$ cat src/rtl/count_snapshot_fifo_if.sv
// Read-side valid/ready channel of count_snapshot_fifo.
// The FIFO drives data and valid, and the reader drives ready.
interface count_snapshot_fifo_if #(
    parameter int WIDTH = 4
);
    logic [WIDTH-1:0] out_data;
    logic             out_valid;
    logic             out_ready;

    modport master (
        output out_data,
        output out_valid,
        input  out_ready
    );

    modport slave (
        input  out_data,
        input  out_valid,
        output out_ready
    );
endinterface

$ cat src/rtl/count_snapshot_fifo.sv
// Captures the live counter value on snap into a small FIFO and hands it to a valid/ready reader.
// Optional macro SNAP_DROP_CNT_EN adds a saturating 8-bit count of dropped captures (drop_cnt).
module count_snapshot_fifo #(
    parameter int WIDTH = 4,
    parameter int DEPTH = 8,
    parameter int AW    = 3
) (
    input  logic                 clk,
    input  logic                 rst,
    input  logic [WIDTH-1:0]     count,
    input  logic                 snap,
    count_snapshot_fifo_if.master rd,
    output logic [AW:0]          level,
    output logic                 full,
    output logic                 empty,
    output logic                 overflow,
    input  logic                 clr_ovf
`ifdef SNAP_DROP_CNT_EN
    ,
    output logic [7:0]           drop_cnt
`endif
);

    logic [WIDTH-1:0] r_mem [DEPTH];
    logic [AW-1:0]    r_wr_ptr;
    logic [AW-1:0]    r_rd_ptr;
    logic [AW:0]      r_level;
    logic             r_overflow;

    logic w_full;
    logic w_empty;
    logic w_valid;
    logic w_push;
    logic w_pop;
    logic w_drop;

    assign w_full  = (r_level == (AW+1)'(DEPTH));
    assign w_empty = (r_level == '0);
    assign w_valid = ~w_empty;
    assign w_pop   = w_valid & rd.out_ready;
    assign w_push  = snap & (~w_full | w_pop);
    assign w_drop  = snap & w_full & ~w_pop;

    // Read is a plain mux off registered state, so snap/count never reach out_data in the same cycle.
    assign rd.out_data  = w_valid ? r_mem[r_rd_ptr] : '0;
    assign rd.out_valid = w_valid;
    assign level        = r_level;
    assign full         = w_full;
    assign empty        = w_empty;
    assign overflow     = r_overflow;

    always_ff @(posedge clk) begin
        if (w_push) begin
            r_mem[r_wr_ptr] <= count;
        end
    end

    always_ff @(posedge clk or posedge rst) begin
        if (rst) begin
            r_wr_ptr <= '0;
            r_rd_ptr <= '0;
            r_level  <= '0;
        end else begin
            if (w_push) begin
                r_wr_ptr <= r_wr_ptr + AW'(1);
            end
            if (w_pop) begin
                r_rd_ptr <= r_rd_ptr + AW'(1);
            end
            case ({w_push, w_pop})
                2'b10:   r_level <= r_level + (AW+1)'(1);
                2'b01:   r_level <= r_level - (AW+1)'(1);
                default: r_level <= r_level;
            endcase
        end
    end

    // A clear takes priority over a drop arriving in the same cycle.
    always_ff @(posedge clk or posedge rst) begin
        if (rst) begin
            r_overflow <= 1'b0;
        end else if (clr_ovf) begin
            r_overflow <= 1'b0;
        end else if (w_drop) begin
            r_overflow <= 1'b1;
        end
    end

`ifdef SNAP_DROP_CNT_EN
    logic [7:0] r_drop_cnt;

    always_ff @(posedge clk or posedge rst) begin
        if (rst) begin
            r_drop_cnt <= '0;
        end else if (clr_ovf) begin
            r_drop_cnt <= '0;
        end else if (w_drop && (r_drop_cnt != 8'hFF)) begin
            r_drop_cnt <= r_drop_cnt + 8'd1;
        end
    end

    assign drop_cnt = r_drop_cnt;
`endif

endmodule
$ cat src/flat_wrapper.sv
// flat-port wrapper written by rule: the top's interface ports become plain ports
module count_snapshot_fifo_flat 
#(
    parameter int WIDTH = 4,
    parameter int DEPTH = 8,
    parameter int AW    = 3
)
  (clk, rst, count, snap, level, full, empty, overflow, clr_ovf, rd_out_data, rd_out_valid, rd_out_ready);
  count_snapshot_fifo_if #(.WIDTH(WIDTH)) rd_i ();
  input  logic clk;
  input  logic rst;
  input  logic [WIDTH-1:0] count;
  input  logic snap;
  output logic [AW:0] level;
  output logic full;
  output logic empty;
  output logic overflow;
  input  logic clr_ovf;
  output wire logic [$bits(rd_i.out_data)-1:0] rd_out_data;
  output wire logic [$bits(rd_i.out_valid)-1:0] rd_out_valid;
  input wire logic [$bits(rd_i.out_ready)-1:0] rd_out_ready;
  assign rd_out_data = rd_i.out_data;
  assign rd_out_valid = rd_i.out_valid;
  assign rd_i.out_ready = rd_out_ready;
  count_snapshot_fifo #(.WIDTH(WIDTH), .DEPTH(DEPTH), .AW(AW)) u_core (.clk(clk), .rst(rst), .count(count), .snap(snap), .rd(rd_i), .level(level), .full(full), .empty(empty), .overflow(overflow), .clr_ovf(clr_ovf));
endmodule
$ cat config.mk
export PLATFORM = sky130hd
export DESIGN_NAME = count_snapshot_fifo_flat
export DESIGN_NICKNAME = d
export VERILOG_FILES = /design/src/rtl/count_snapshot_fifo_if.sv /design/src/rtl/count_snapshot_fifo.sv /design/src/flat_wrapper.sv
export SDC_FILE = /design/constraint.sdc
export NUM_CORES = 1
export LEC_CHECK = 0
export ABC_AREA = 1
export BUFFER_PORTS_ARGS = -buffer_cell sky130_fd_sc_hd__clkbuf_2
export CAP_MARGIN = 0
export CORE_ASPECT_RATIO = 1.5
export CORE_MARGIN = 2
export CORE_UTILIZATION = 57
export CTS_CLUSTER_SIZE = 28
export DETAILED_ROUTE_END_ITERATION = 6
export GPL_TIMING_DRIVEN = 0
export PLACE_DENSITY_LB_ADDON = 0.2
export SYNTH_ARGS = -nofsm -noshare
export SYNTH_HDL_FRONTEND = slang
export SYNTH_SLANG_ARGS = --single-unit
$ cat constraint.sdc
create_clock -name clk -period 2.1 [get_ports clk]
set_clock_uncertainty 0.1 [all_clocks]
set_input_delay 0.21 -clock clk [delete_from_list [all_inputs] [get_ports clk]]
set_output_delay 0.21 -clock clk [all_outputs]
set_load 0.01 [all_outputs]
==> results of run 1 <==
[worst paths after layout]
kind	cells past startpoint	endpoint	from
hold reg to reg	2	u_core.overflow	u_core.overflow
setup reg to reg	13	u_core.level[2]	u_core.level[0]
setup / recovery	13	u_core.level[2]	u_core.level[0]
hold / removal	1	u_core.r_mem[3][3]	count[3]
max in group asynchronous	3	u_core.level[2]	rst
min in group asynchronous	3	u_core.r_wr_ptr[2]	rst
[worst max-delay path, cell delays in order (launching register included)]
cell	delay, ns
dfrtp_2	0.43
inv_2	0.09
nand3_2	0.11
nor2_4	0.17
nand2_4	0.08
nand2_8	0.08
ha_4	0.15
inv_2	0.04
nand2_1	0.07
nand2_2	0.06
ha_2	0.17
a21oi_2	0.12
xor2_1	0.16
o21ai_1	0.09
[registers in the layout, indices dropped and copies added (netlist names)]
register         count
u_core.r_wr_ptr      3
u_core.r_rd_ptr      3
u_core.r_mem        32
u_core.overflow      1
u_core.level         4
[cell usage in the layout (no fill, tap or decap), drive strengths merged]
cell type    Yosys  final
dfrtp           11     11
nand4            1      1
xnor2            3      3
nor2            40     40
nand2           28     28
clkinv           0      1
o21ai           22     22
xor2             3      3
inv             19     19
edfxtp          32     32
buf              4     11
clkbuf           1     29
o22ai            4      4
ha               5      5
a21oi            2      2
o211ai           4      4
nand3            5      5
or2              1      1
dlygate4sd3      0      2
[cell type report]
class / instances / area (sq um)
Timing Repair Buffer: 31 / 188
Clock buffer: 7 / 76.3
Sequential cell: 43 / 1240
Multi-Input combinational cell: 118 / 676
Clock inverter: 1 / 5.00
Fill cell: 256 / 1020
Buffer: 4 / 23.8
Tap cell: 42 / 52.6
Inverter: 19 / 73.8
[per-layer routing]
metal / up-vias / track usage [%]
met5: - / 0
met4: 0 / 10.5
met3: 7 / 4.12
met2: 34 / 40.4
met1: 681 / 21.9
li1: 691 / -
[metrics by stage]
step / std cells / hold slack (ns)
4_1_cts: 262 / 0.0996
3_5_place_dp: 247 / 0.118
2_1_floorplan: 185 / -0.0376
5_1_grt: 265 / 0.112
6_report: 265 / 0.0981
3_3_place_gp: 247 / 0.106
[cells by family (layout without fill, tap and decap cells)]
| family | after synthesis | after routing | synth area share (%) |
|---|---|---|---|
| buf+inv | 24 | 62 | 5.18 |
| xor+xnor | 6 | 6 | 2.66 |
| compound gates | 32 | 32 | 8.85 |
| simple gates | 75 | 75 | 17.7 |
| fa+ha+maj | 5 | 5 | 3.16 |
| flops | 43 | 43 | 62.5 |
[power groups by stage]
stage	logic (mW)	registers (mW)	clock network, mW
after floorplan	0.923	1.23	0
after global placement	1.27	1.23	0
after detailed placement	1.32	1.24	0
after CTS	1.43	1.21	0.491
after global routing	1.66	1.23	0.523
final	1.49	1.21	0.488
[timing repair]
action                                  in CTS  in global routing
resized for setup                            5                  8
buffers inserted                             5                  4
pin swaps                                    0                  7
hold endpoints to repair                    12                  0
hold buffers                                 2                  0
endpoints found under the setup margin       1                  4
[synthesized netlist by cell type, drive strengths merged (2+ instances only)]
| library cell | n |
|---|---|
| nor2 | 40 |
| edfxtp | 32 |
| nand2 | 28 |
| o21ai | 22 |
| inv | 19 |
| dfrtp | 11 |
| ha | 5 |
| nand3 | 5 |
| buf | 4 |
| o211ai | 4 |
| o22ai | 4 |
| xnor2 | 3 |
| xor2 | 3 |
| a21oi | 2 |
==> results_dict.tcl, run 1 <==
set metrics [dict create \
    status "completed" \
    power_frac_comb_pct 46.7 \
    max_freq_ghz 0.490 \
    clockBufferDepth 2 \
    synth_ff_type "edfxtp_1" \
    grtUsageTotal_pct 21.8 \
    cap_violations 0 \
    avgViaCountPerCell 5.33 \
    area_growth_pct 18.0 \
    drt-total-wl_mm 3.96 \
    wl_met3_microns 129 \
    final_util_pct 69.7 \
    p_leak_nw 0.975 \
    rows 26 \
    synth_edf_count 32 \
    startpoint_type "flip-flop" \
    criticalPathCategory "reg -> reg" \
    post-route-cell-area_sq_um 2330 \
    h-tree-depth 2 \
    p_int_mw 1.92 \
    async_flop_share_pct 25.6 \
    post_drt_wl_per_cell_microns 15.0 \
    p_per_area_nw_per_um2 1370 \
    die_x_microns 52.1 \
    synth_top_cell_by_area "edfxtp_1" \
    finalHoldViolCount 0 \
    cts_tree "built" \
    hold_class "in -> reg" \
    grt_pass1_wl_mm 6.13 \
    core_area_sq_um 3350 \
    yosysSeqAreaShare_pct 62.5 \
    fin_crit_ns 2.04 \
    avgSynthCellArea_sq_um 10.7 \
    yosys_register_bits 43 \
    p_seq_share_pct 38.0 \
    ys_types 26 \
    clock-root-buffer "clkbuf_8" \
    power.total_mw 3.20 \
    clkTransAtPathRegs_ns 0.07 \
    final_max_slew_viol_count 0 \
    dpl.hpwl_mm 2.79 \
    nNetsFinal 236 \
    clock_latency_ns 0.29 \
    final.setup.tns_ns 0 \
    worstPathMaxFanout 4 \
    ant_nets 0 \
    grt_pass1_vias 1368 \
    yosysTopAreaCellShare_pct 48.5 \
    antenna_found_initial 0 \
    cts.sinks 43 \
    vias 1413 \
    initial_core_util_pct 59.1 \
    drive_gt1_share_pct 27.8 \
    gr-total-overflow 0 \
    pre_cts_slack_ns -0.105 \
    worst_pin_slew_ns 0.467 \
    crit_path_end_kind "flip-flop" \
    setup_ws_ns 0.0611 \
    cp_data_required_time_ns 2.18 \
    finalCritPeriodShare_pct 97.1 \
    route.met2.wl_mm 2.32 \
    cp.arrival_ns 2.12 \
    drc 0 \
    p_switching_mw 1.27 \
    slew_headroom_pct 68.8 \
    syn_inst 185 \
    die_y_microns 76.2 \
    met1_length_mm 1.41 \
    port_buffers 20 \
    grt_start_max_net_pins 13 \
    ir_drop_mv 0.946 \
    numCtsBuffers 5 \
    ys_warn_count 0 \
    ys_top_cells_by_area "edfxtp_1 49%, dfrtp_1 14%, nor2_1 6.6%, o21ai_0 5.3%, nand2_1 4.7%" \
    setup_viol 0 \
    dieArea_sq_um 3970 \
    boundaryPins 21 \
    regToRegSetupSlack_ns 0.06 \
    placed_area_sq_um 2130 \
    routabilityCongestion 0.790 \
    drt_iter0_drc 40 \
    switching_share_pct 39.9 \
    clkPwrFrac_pct 15.3 \
    antenna_cells 0 \
    synth_nets 199 \
    dr.pass1.iters 4 \
    synthesis.area_sq_um 1980 \
    highest_layer "met4" \
]
No activity file was read; power rests on OpenSTA's default activity.
==> run 2: changes to the inputs <==
==> constraint.sdc (replaced) <==
create_clock -name clk -period 2.1 [get_ports clk]
set_clock_uncertainty 0.1 [all_clocks]
set_input_delay 0.21 -clock clk [delete_from_list [all_inputs] [get_ports clk]]
set_output_delay 0.21 -clock clk [all_outputs]
set_load 0.05 [all_outputs]
==> results_dict.tcl, run 2 (same netlist as run 1, synthesis figures left out) <==
set metrics [dict create \
    die_y_microns 76.2 \
    worst_pin_slew_ns 0.432 \
    p_int_mw 1.99 \
    top_register "u_core.r_mem" \
    fin_crit_ns 2.03 \
    pre_cts_slack_ns 0.0338 \
    hold_class "in -> reg" \
    final_util_pct 70.0 \
    reg2regPathDepth 13 \
    finalHoldViolCount 0 \
    max_freq_ghz 0.492 \
    cts_tree "built" \
    clkPwrFrac_pct 13.0 \
    finalCritPeriodShare_pct 96.8 \
    setup_viol 0 \
    power_frac_comb_pct 53.6 \
    drt-total-wl_mm 3.70 \
    crit_chain "buf_4 -> clkbuf_4 -> o21ai_0 -> o22ai_1 -> nor2_1 -> nor2_1 -> buf_4" \
    crit_path_end_kind "output pin" \
    crit_family "buffers and inverters" \
    die_x_microns 52.1 \
    area_growth_pct 18.5 \
    port_buffers 20 \
    power.total_mw 3.69 \
    initial_core_util_pct 59.1 \
    cts.sinks 43 \
    ant_nets 0 \
    grt_pass1_wl_mm 5.71 \
    criticalPathCategory "reg -> out" \
    routabilityCongestion 0.809 \
    setup_ws_ns 0.0677 \
    clockBufferDepth 2 \
    regToRegSetupSlack_ns 0.10 \
    final_common_cell "nor2_1" \
    critical_path_depth 7 \
    cap_violations 0 \
    slew_headroom_pct 71.2 \
    multi_input_area_sq_um 676 \
    core_area_sq_um 3350 \
    startpoint_type "flip-flop" \
    switching_share_pct 46.2 \
    avgViaCountPerCell 5.32 \
    status "completed" \
    drc 0 \
    rows 26 \
    p_per_area_nw_per_um2 1570 \
    h-tree-depth 2 \
    largest_register_ffs 32 \
    p_switching_mw 1.70 \
    gr-total-overflow 0 \
    ir_drop_mv 1.75 \
    grt_setup_unrepaired "yes" \
    vias 1388 \
    placed_area_sq_um 2160 \
    p_seq_share_pct 33.3 \
    final_max_slew_viol_count 0 \
    nNetsFinal 232 \
    clkTransAtPathRegs_ns 0.07 \
    drive_gt1_share_pct 26.9 \
    clock_latency_ns 0.28 \
    boundaryPins 21 \
    critPathSlowestCell "dfrtp_1" \
    antenna_cells 0 \
    critPathMaxStageDelay_ns 0.39 \
    path_buf_inv 3 \
    grt_start_max_net_pins 14 \
    dieArea_sq_um 3970 \
    dpl.hpwl_mm 2.78 \
    p_leak_nw 0.964 \
    worstPathMaxFanout 10 \
    grt_pass1_vias 1313 \
    clock-root-buffer "clkbuf_8" \
    cp_data_required_time_ns 1.79 \
    holdPathStages 3 \
    cp.arrival_ns 1.72 \
    grtUsageTotal_pct 20.0 \
    final.setup.tns_ns 0 \
    antenna_found_initial 0 \
    drt_iter0_drc 48 \
    dr.pass1.iters 4 \
    final-seq-area_sq_um 1240 \
    fill_cells 246 \
    numCtsBuffers 5 \
    post_drt_wl_per_cell_microns 14.2 \
    layout_common_cells "34 x nor2_1, 32 x edfxtp_1, 25 x nand2_1" \
    post-route-cell-area_sq_um 2340 \
]
## run 2: metrics by stage
step | std cells | hold slack [ns]
floorplan | 185 | -0.0378
global placement | 247 | 0.0992
detailed placement | 247 | 0.109
CTS | 257 | 0.104
global route | 261 | 0.117
finish | 261 | 0.118
## run 2: path summary, 6_finish.rpt
path | startpoint | end
worst max-delay path | u_core.r_rd_ptr[0] | rd_out_data[1]
worst min-delay path | rd_out_ready | u_core.r_rd_ptr[0]
worst max register to register | u_core.level[0] | u_core.level[2]
worst min register to register | u_core.overflow | u_core.overflow
max in group asynchronous | rst | u_core.level[2]
min in group asynchronous | rst | u_core.r_rd_ptr[1]
## run 2: layer usage
metal,share of wire [%],up-vias,global-route usage [%]
met3,4.0,9,3.53
met2,55,43,35.3
met5,0,-,0
met1,38,650,21.8
li1,-,686,-
met4,2.6,0,10.3
## run 2: what timing repair did
action	4_1_cts	5_1_grt
hold endpoints to repair	12	0
pin swaps	0	3
endpoints found under the setup margin	3	7
hold buffers	2	0
setup buffers	0	5
gates resized for setup	3	14
## run 2: power groups by stage
stage / registers, mW / logic, mW / clock network [mW]
after floorplan: 1.37 / 1.25 / 0
after CTS: 1.23 / 1.81 / 0.492
final: 1.23 / 1.98 / 0.480
after global routing: 1.25 / 2.13 / 0.531
after global placement: 1.24 / 1.71 / 0
after detailed placement: 1.25 / 1.77 / 0
## run 2: worst register-to-register path: cells and delay by family, from the launching register on
family	cells	cell delay [ns]
AOI/OAI and AO/OA	2	0.20
and+or+nand+nor	6	0.49
DFF	1	0.45
adders and majority gates	2	0.34
buffers and inverters	2	0.14
xor gates and xnor gates	1	0.16
## run 2: cell type report
cell class / count / share of cell area [%]
flip-flops and latches: 43 / 52.9
multi-input cells: 118 / 28.8
repair buffers: 27 / 8.00
inverters: 19 / 3.36
clock buffers: 6 / 3.09
well taps: 42 / 2.24
plain buffers: 4 / 1.01
clock inverters: 2 / 0.534
